**config.mk**
```make
export PLATFORM = sky130hd
export DESIGN_NAME = ps2_device_tx
export DESIGN_NICKNAME = d
export VERILOG_FILES = /design/src/rtl/ps2_pkg.sv /design/src/rtl/ps2_tx_fifo.sv /design/src/rtl/ps2_device_tx.sv
export SDC_FILE = /design/constraint.sdc
export NUM_CORES = 1
export LEC_CHECK = 0
export CORE_ASPECT_RATIO = 0.5
export CORE_MARGIN = 4
export CORE_UTILIZATION = 59
export DETAILED_ROUTE_END_ITERATION = 7
export PLACE_DENSITY = 0.78
export SLEW_MARGIN = 20
export SYNTH_ARGS = -nofsm -noshare
export SYNTH_HDL_FRONTEND = slang
export SYNTH_SLANG_ARGS = --single-unit
```
**constraint.sdc**
```tcl
create_clock -name clk -period 4.9 [get_ports clk]
set_input_delay 0.98 -clock clk [delete_from_list [all_inputs] [get_ports clk]]
set_output_delay 0.98 -clock clk [all_outputs]
set_load 0.005 [all_outputs]
```
**src/rtl/ps2_pkg.sv**
```systemverilog
// Shared types and frame helpers for the device-side PS/2 transmitter.
package ps2_pkg;

    typedef enum logic [1:0] {
        IDLE     = 2'd0,
        BIT_HIGH = 2'd1,
        BIT_LOW  = 2'd2,
        GAP      = 2'd3
    } ps2_state_t;

    localparam int unsigned FRAME_BITS = 11;
    localparam logic        START_BIT  = 1'b0;
    localparam logic        STOP_BIT   = 1'b1;

    function automatic logic odd_parity(input logic [7:0] b);
        return ~^b;
    endfunction

    // Bit idx of the 11-bit frame: start, d[0]..d[7], parity, stop.
    function automatic logic frame_bit(input logic [7:0] b, input logic [3:0] idx);
        logic       r;
        logic [3:0] j;
        j = idx - 4'd1;
        if (idx == 4'd0)
            r = START_BIT;
        else if (idx <= 4'd8)
            r = b[j[2:0]];
        else if (idx == 4'd9)
            r = odd_parity(b);
        else
            r = STOP_BIT;
        return r;
    endfunction

endpackage

```
**src/rtl/ps2_tx_fifo.sv**
```systemverilog
// Byte FIFO feeding the PS/2 transmitter; pointers carry one extra wrap bit.
module ps2_tx_fifo #(
    parameter int unsigned DEPTH = 8,
    localparam int unsigned AW   = $clog2(DEPTH)
) (
    input  logic          clk,
    input  logic          clrn,
    input  logic          push,
    input  logic [7:0]    wr_data,
    input  logic          pop,
    output logic [7:0]    rd_data,
    output logic          full,
    output logic          empty,
    output logic [AW:0]   level
);

    logic [7:0]  mem [DEPTH];
    logic [AW:0] wr_ptr;
    logic [AW:0] rd_ptr;
    logic        do_push;
    logic        do_pop;

    assign level   = wr_ptr - rd_ptr;
    assign full    = (level == (AW+1)'(DEPTH));
    assign empty   = (level == '0);
    assign do_push = push & ~full;
    assign do_pop  = pop & ~empty;
    assign rd_data = mem[rd_ptr[AW-1:0]];

    always_ff @(posedge clk or negedge clrn) begin
        if (!clrn) begin
            wr_ptr <= '0;
            rd_ptr <= '0;
        end else begin
            if (do_push)
                wr_ptr <= wr_ptr + 1'b1;
            if (do_pop)
                rd_ptr <= rd_ptr + 1'b1;
        end
    end

    always_ff @(posedge clk) begin
        if (do_push)
            mem[wr_ptr[AW-1:0]] <= wr_data;
    end

endmodule

```
**src/rtl/ps2_device_tx.sv**
```systemverilog
// Device-side PS/2 transmitter: FIFO-fed, 11-bit frames, host inhibit aborts and retries.
module ps2_device_tx
    import ps2_pkg::*;
#(
    parameter int unsigned HALF_CYCLES = 8,
    parameter int unsigned GAP_CYCLES  = 16,
    parameter int unsigned FIFO_DEPTH  = 8
) (
    input  logic                          clk,
    input  logic                          clrn,
    input  logic [7:0]                    in_data,
    input  logic                          in_valid,
    output logic                          in_ready,
    input  logic                          inhibit,
    output logic                          ps2_clk,
    output logic                          ps2_data,
    output logic                          busy,
    output logic [$clog2(FIFO_DEPTH):0]   level
);

    localparam int unsigned CNT_MAX   = (HALF_CYCLES > GAP_CYCLES) ? HALF_CYCLES : GAP_CYCLES;
    localparam int unsigned CW        = $clog2(CNT_MAX);
    localparam logic [CW-1:0] HALF_LAST = CW'(HALF_CYCLES - 1);
    localparam logic [CW-1:0] GAP_LAST  = CW'(GAP_CYCLES - 1);
    localparam logic [3:0]    LAST_BIT  = 4'(FRAME_BITS - 1);

    ps2_state_t  state;
    logic [3:0]  bit_idx;
    logic [3:0]  next_bit;
    logic [CW-1:0] cnt;
    logic [7:0]  tx_byte;
    logic        retry;
    logic        clk_r;
    logic        data_r;

    logic [7:0]  fifo_rd;
    logic        fifo_full;
    logic        fifo_empty;
    logic        fifo_pop;
    logic        start;
    logic        abort;
    logic        half_done;

    ps2_tx_fifo #(.DEPTH(FIFO_DEPTH)) u_fifo (
        .clk     (clk),
        .clrn    (clrn),
        .push    (in_valid),
        .wr_data (in_data),
        .pop     (fifo_pop),
        .rd_data (fifo_rd),
        .full    (fifo_full),
        .empty   (fifo_empty),
        .level   (level)
    );

    assign start     = (state == IDLE) && (!fifo_empty || retry) && !inhibit;
    // A pending retry replays the held byte, so the FIFO head stays put.
    assign fifo_pop  = start && !retry;
    assign abort     = ((state == BIT_HIGH) || (state == BIT_LOW)) && inhibit && (bit_idx != LAST_BIT);
    assign half_done = (cnt == HALF_LAST);
    assign next_bit  = bit_idx + 4'd1;

    always_ff @(posedge clk or negedge clrn) begin
        if (!clrn) begin
            state   <= IDLE;
            bit_idx <= '0;
            cnt     <= '0;
            tx_byte <= '0;
            retry   <= 1'b0;
            clk_r   <= 1'b1;
            data_r  <= 1'b1;
        end else if (abort) begin
            clk_r  <= 1'b1;
            data_r <= 1'b1;
            retry  <= 1'b1;
            cnt    <= '0;
            state  <= GAP;
        end else begin
            case (state)
                IDLE: begin
                    if (start) begin
                        if (retry)
                            retry <= 1'b0;
                        else
                            tx_byte <= fifo_rd;
                        bit_idx <= '0;
                        cnt     <= '0;
                        clk_r   <= 1'b1;
                        data_r  <= START_BIT;
                        state   <= BIT_HIGH;
                    end
                end
                BIT_HIGH: begin
                    if (half_done) begin
                        cnt   <= '0;
                        clk_r <= 1'b0;
                        state <= BIT_LOW;
                    end else begin
                        cnt <= cnt + 1'b1;
                    end
                end
                BIT_LOW: begin
                    if (half_done) begin
                        cnt   <= '0;
                        clk_r <= 1'b1;
                        if (bit_idx != LAST_BIT) begin
                            bit_idx <= next_bit;
                            data_r  <= frame_bit(tx_byte, next_bit);
                            state   <= BIT_HIGH;
                        end else begin
                            data_r <= 1'b1;
                            state  <= GAP;
                        end
                    end else begin
                        cnt <= cnt + 1'b1;
                    end
                end
                GAP: begin
                    // Counter saturates while the host keeps inhibiting.
                    if (cnt == GAP_LAST) begin
                        if (!inhibit) begin
                            cnt   <= '0;
                            state <= IDLE;
                        end
                    end else begin
                        cnt <= cnt + 1'b1;
                    end
                end
                default: state <= IDLE;
            endcase
        end
    end

    assign ps2_clk  = clk_r;
    assign ps2_data = data_r;
    assign in_ready = ~fifo_full;
    assign busy     = (state != IDLE) | (level != '0) | retry;

endmodule
```
After elaboration in Yosys (flattened, before gate mapping) --
Memory sizes are Yosys's and may differ from the RTL's. A register that Yosys moved wholly into a read port is not among the register bits. Index checks and enable logic that the tools add are counted.
Operators by class: equality and inequality tests 17, multiplexer cells 36, reductions and logical operators 30, $lt $le $gt $ge 2, bitwise gates (word level) 8, add/sub/neg operators 6
Operator list (number):
- two-way mux 4 bit | 7
- adder 4 x 1 -> 4 bit, second input constant | 4
- two-way mux 1 bit | 16
- inequality test 3 bit, second input constant | 5
- two-way mux 2 bit | 7
- equality test 4 bit, second input constant | 3
- one-hot mux 4 bit (3 select lines) | 1
- AND reduction 5 bit | 2
- logical NOT 4 bit | 2
- inequality test 4 bit, second input constant | 2
- one-hot mux 2 bit (4 select lines) | 1
- one-hot mux 4 bit (2 select lines) | 1
- AND reduction 4 bit | 2
- nonzero test 2 bit | 4
- nonzero test 4 bit | 2
- XNOR reduction 8 bit | 1
- logical AND 1 bit | 5
- equality test 2 bit, second input constant | 2
- equality test 4 x 3 -> 1 bit, second input constant | 1
- less-or-equal comparator 4 bit, second input constant | 1
- logical NOT 1 bit | 4
- less-than comparator 3 x 4 -> 1 bit, second input constant | 1
- inequality test 2 bit, second input constant | 2
- NOT 1 bit | 4
- other kinds (15) | 19
Word-level totals: bits in registers 21, bits of input ports 12, RAM bits 64, memories 1
Memory list:
- u_fifo.mem | words 8, width 8, rd ports 1, clocked after Yosys merged registers in 1, wr ports 1, RTL line ps2_tx_fifo.sv:17 | logic [7:0] mem [DEPTH];

Depth between registers and ports, before layout --
depth after elaboration 10, depth in mapped cells 11, gate-level depth less buffers 9

Modules after synthesis --
Synthesis repeated with hierarchy kept, for this count alone.
Second synthesis, totals: cells, all modules 326, area, all modules 4526.8 µm²
By module, submodules not included:
- ps2_tx_fifo | sequential area each 2122.0 µm², instances 1, area an instance 3024.2 µm², cells an instance 172
- ps2_device_tx | sequential area each 528.0 µm², instances 1, area an instance 1502.7 µm², cells an instance 154

Least setup slack after synthesis --
OpenSTA, ideal clock, no wires.
kind register to register, start point register u_fifo.rd_ptr[1], end point memory u_fifo.mem[6][0] (enable), cell stages (with the launch flop) 9, buffers on the path 2, path slack 1418 ps, clock period less this slack 3482 ps, required time 4515 ps, library setup time 385 ps, arrival time 3097 ps, path through dfrtp_1 clkbuf_1 clkbuf_1 inv_1 fa_1 xor2_2 o41ai_4 or2_2 nor3b_1
On the way: cells in the longest elaborated chain, start to end 6
RTL lines:
- start, declared | RTL line ps2_tx_fifo.sv:19 | logic [AW:0] rd_ptr;
- start signal, assigned | RTL line ps2_tx_fifo.sv:38 | rd_ptr <= rd_ptr + 1'b1;
- subtractor 4 bit | RTL line ps2_tx_fifo.sv:23 | assign level = wr_ptr - rd_ptr;
- via level[2] | RTL line ps2_device_tx.sv:18 | output logic [$clog2(FIFO_DEPTH):0] level
- equality test 4 bit | RTL line ps2_tx_fifo.sv:24 | assign full = (level == (AW+1)'(DEPTH));
- NOT 1 bit | RTL line ps2_tx_fifo.sv:26 | assign do_push = push & ~full;
- AND 1 bit | RTL line ps2_tx_fifo.sv:26
- two-way mux 1 bit | RTL line ps2_tx_fifo.sv:43 | if (do_push)
- two-way mux 1 bit (implied by the code) | RTL line ps2_tx_fifo.sv:44 | mem[wr_ptr[AW-1:0]] <= wr_data;
- end, declared | RTL line ps2_tx_fifo.sv:17
The timed path passes the listed nets, and every way through them passes these cells.

Final worst setup path --
start point register u_fifo.wr_ptr[0], end point output port busy
On the way: cells in the longest elaborated chain, start to end 4
RTL lines:
- start, declared | RTL line ps2_tx_fifo.sv:18 | logic [AW:0] wr_ptr;
- start signal, assigned | RTL line ps2_tx_fifo.sv:36 | wr_ptr <= wr_ptr + 1'b1;
- subtractor 4 bit | RTL line ps2_tx_fifo.sv:23
- nonzero test 4 bit | RTL line ps2_device_tx.sv:137 | assign busy = (state != IDLE) | (level != '0) | retry;
- bitwise OR 1 bit (2 in a row) | RTL line ps2_device_tx.sv:137
- end, declared | RTL line ps2_device_tx.sv:17 | output logic busy,
No other way between the ends.

==> results by group <==
Setup path
  – Setup crit start: u_fifo.wr_ptr[0]
  – Most frequent CP cell: inv_1
  – Worst r2r dst: u_fifo.mem[7][1]
  – Type of origin of the critical path: register
  – CP arrival: 2910 ps
  – Top delay family on crit path: buffers and inverters
  – Max stage delay on crit path: 510 ps
  – Cell depth of the worst setup path: 8
  – Critical path start-end classification: reg2out
  – CP bufs+invs: 3
  – CP Max Fanout: 8
  – FF-to-FF path depth: 6
  – Crit-path cells: inv_1, ha_1, inv_1, fa_1, nand2b_1, nor3_2, nand4_2, clkdlybuf4s50_1
  – Endpoint class of the critical path: output pin
  – Worst reg-to-reg setup slack: 1830 ps
  – Slowest cell on crit path: clkdlybuf4s50_1
  – CP required: 3920 ps
  – Reg2reg start: u_fifo.rd_ptr[2]
  – Critical Path Sink: busy

Floorplan
  – Io pins: 20
  – Chip Width: 130.8 um
  – Die area: 9079 um2
  – Die Ht: 69.41 um
  – Core Area: 7322 um2
  – FP Rows: 22
  – Initial Utilization: 60.77%

Logic synthesis
  – Syn Area/Cell: 13.90 um2
  – Synthesized flop and latch total: 93
  – Number of synthesized flops with an enable pin: 64
  – FFs w/ async S/R, synth: 31.18%
  – Mapped Area: 4449 um2
  – Netlist cell types: 59
  – Yosys warns: 0
  – Mapped Cells: 320
  – Post-synthesis sequential area ratio: 59.56%
  – Post-Syn Nets: 346
  – Main flop type after synthesis: edfxtp_1

Clock network
  – Hold-fix buffers at CTS: 0
  – Number of gates resized after CTS: 0
  – H-Tree Depth: 3
  – Number of post-CTS setup repair buffers: 0
  – Clock-pin slew on the worst setup and hold paths: 70 ps
  – CTS tree: done
  – CTS Buffer Depth: 2
  – Clock Tree Root: clkbuf_16
  – Clk sinks: 93
  – Worst-Skew Late Latency: 340 ps
  – Total CTS buffers: 9

Finish
  – Share of layout cells above drive strength 1: 18.36%
  – Area growth syn-to-layout: 14.93%
  – # diodes: 0
  – Final net count: 375
  – Non-Filler Instances: 450

GRT
  – Initial antenna violation count: 0
  – First-pass GRT wire length: 14,460 um
  – GRT Residual Overflow: 0
  – Largest net degree at the start of global routing: 30
  – Total GRT Usage: 21.25%
  – Vias in the first global route: 2,769

STA
  – Final slew viol count: 0
  – Slew at the pin closest to its max-slew limit: 850.1 ps
  – Top achievable clock speed: 257.2 MHz
  – Final setup fails: 0
  – Setup TNS Final: 0 ps
  – Clock Skews: 6.094 ps
  – Final worst slack: 1012 ps
  – Final hold violations: 0
  – RSZ-0062 raised after global routing: no
  – Max_slew headroom: 43.02%
  – Min Tclk post-route: 3888 ps
  – Final period util: 79.35%

Pwr
  – Peak supply drop: 0.3620 mV
  – Pwr Total: 3.241 mW
  – Pwr Density: 633.7 nW/um2
  – Pleak: 1.918 nW

Placed design
  – Hpwl dp: 5993 um
  – Final Wtd Congestion: 0.8646
  – Placed Cells: 434
  – Port bufs: 19
  – Pre-CTS setup slack: 1375 ps

Hold path
  – Min-delay worst type: reg2reg
  – Worst Hold Path Cells: 2

Routing
  – Routed Antenna Nets: 0
  – DRT iter0 DRCs: 234
  – Drt pass-1 iters: 5
  – Final WL: 8699 um
  – Vias post-DR: 2,773
  – Drt drc: 0
  – Routed length per instance: 19.33 um
  – Vias/cell: 6.162

Flow run
  – Max Cap Viol: 0

Outcome
  – Run status: complete, no violations
[final cells by class]
type                    instances  area, um2
flip-flops and latches         93       2650
fillers                       478       2208
multi-input cells             199       1688
repair buffers                 30      272.8
clock buffers                  10      229.0
well taps                      96      120.1
clock inverters                 6      93.84
inverters                      16      60.06
[how the worst min path moves through the flow]
stage | start | to | slack (ps)
2_1_floorplan | cnt[1] | cnt[1] | 490
3_3_place_gp | ps2_clk | ps2_clk | 500
3_5_place_dp | ps2_clk | ps2_clk | 510
4_1_cts | ps2_clk | ps2_clk | 520
5_1_grt | ps2_clk | ps2_clk | 540
6_report | ps2_clk | ps2_clk | 520
[metrics by stage]
stage,hold WS [ps],util (%),area [um2]
4_1_cts,519.0,69.84,5114
6_report,515.7,69.84,5114
5_1_grt,536.2,69.84,5114
3_5_place_dp,510.9,65.43,4791
2_1_floorplan,492.1,-,4449
3_3_place_gp,499.6,65.43,4791
[worst register-to-register path, stage by stage, from the launching register on]
cell      delay (ps)
dfrtp_1          540
clkinv_1         310
ha_1             460
and3b_1          240
nor3_2           240
o41ai_4          170
nor3_2           730
[cells in the final DEF (no fill, tap or decap), types with 3 or more instances in the layout]
| cell | n |
|---|---|
| nor4_1 | 3 |
| edfxtp_1 | 64 |
| ha_1 | 13 |
| xor2_1 | 3 |
| nor2_1 | 17 |
| a41oi_1 | 3 |
| nand4_1 | 3 |
| nand3_1 | 7 |
| a21oi_1 | 8 |
| nand3b_1 | 3 |
| a31oi_1 | 11 |
| clkdlybuf4s50_1 | 19 |
| mux4_2 | 18 |
| and3_1 | 7 |
| a221o_1 | 3 |
| clkbuf_16 | 9 |
| or2_2 | 4 |
| xnor2_1 | 13 |
| o21ai_0 | 6 |
| inv_1 | 14 |
| nor3_1 | 10 |
| dfrtp_1 | 27 |
| nand2_1 | 28 |
| buf_4 | 11 |
| nor3_2 | 3 |
[synth_stat cells, drive strengths merged, types with 3 or more instances]
library cell | n | area share [%]
ha | 13 | 3.7
nand2 | 28 | 2.4
a31oi | 11 | 1.5
a41oi | 3 | 0.59
nor3 | 13 | 1.8
a221o | 3 | 0.67
nor4 | 3 | 0.42
nor2 | 18 | 1.6
edfxtp | 64 | 43
nand3 | 7 | 0.79
xor2 | 4 | 0.96
xnor2 | 13 | 2.6
dfrtp | 27 | 15
buf | 6 | 0.79
mux4 | 18 | 9.1
nand3b | 4 | 0.96
nand4 | 4 | 0.70
o21ai | 7 | 0.87
or2 | 4 | 0.56
and3 | 7 | 0.98
inv | 15 | 1.3
clkbuf | 6 | 0.51
a21oi | 8 | 0.90
[report_power, final]
| part | leakage [nW] | switching [mW] | internal [mW] |
|---|---|---|---|
| clock network | 0.159 | 0.292 | 0.452 |
| logic | 0.820 | 0.710 | 0.618 |
| registers | 0.939 | 0.139 | 1.03 |
[cells by family (layout without fill, tap and decap cells)]
kind of cell	after synthesis	after routing	synth area share, %
adder cells (fa/ha/maj)	14	14	4.106
AND/OR/NAND/NOR	101	101	12.43
AO/OA/AOI/OAI	47	47	8.043
flip-flops	93	93	59.56
XOR/XNOR	17	17	3.515
buffers and inverters	28	62	2.643
multiplexers	20	20	9.702
[routing by layer]
metal	wire length, um	GRT usage [%]	vias to the layer above
met1	3759	29.44	1366
li1	-	-	1279
met3	562	6.538	19
met4	182	6.271	0
met2	4194	32.69	109
met5	0	0	-
[flip-flops by register name (all words and copies together), names as in the netlist, 2 cells and up]
signal / count
bit_idx: 4
u_fifo.rd_ptr: 4
u_fifo.mem: 64
tx_byte: 8
cnt: 4
state: 2
u_fifo.wr_ptr: 4
Power figures use the tool's default switching activity.
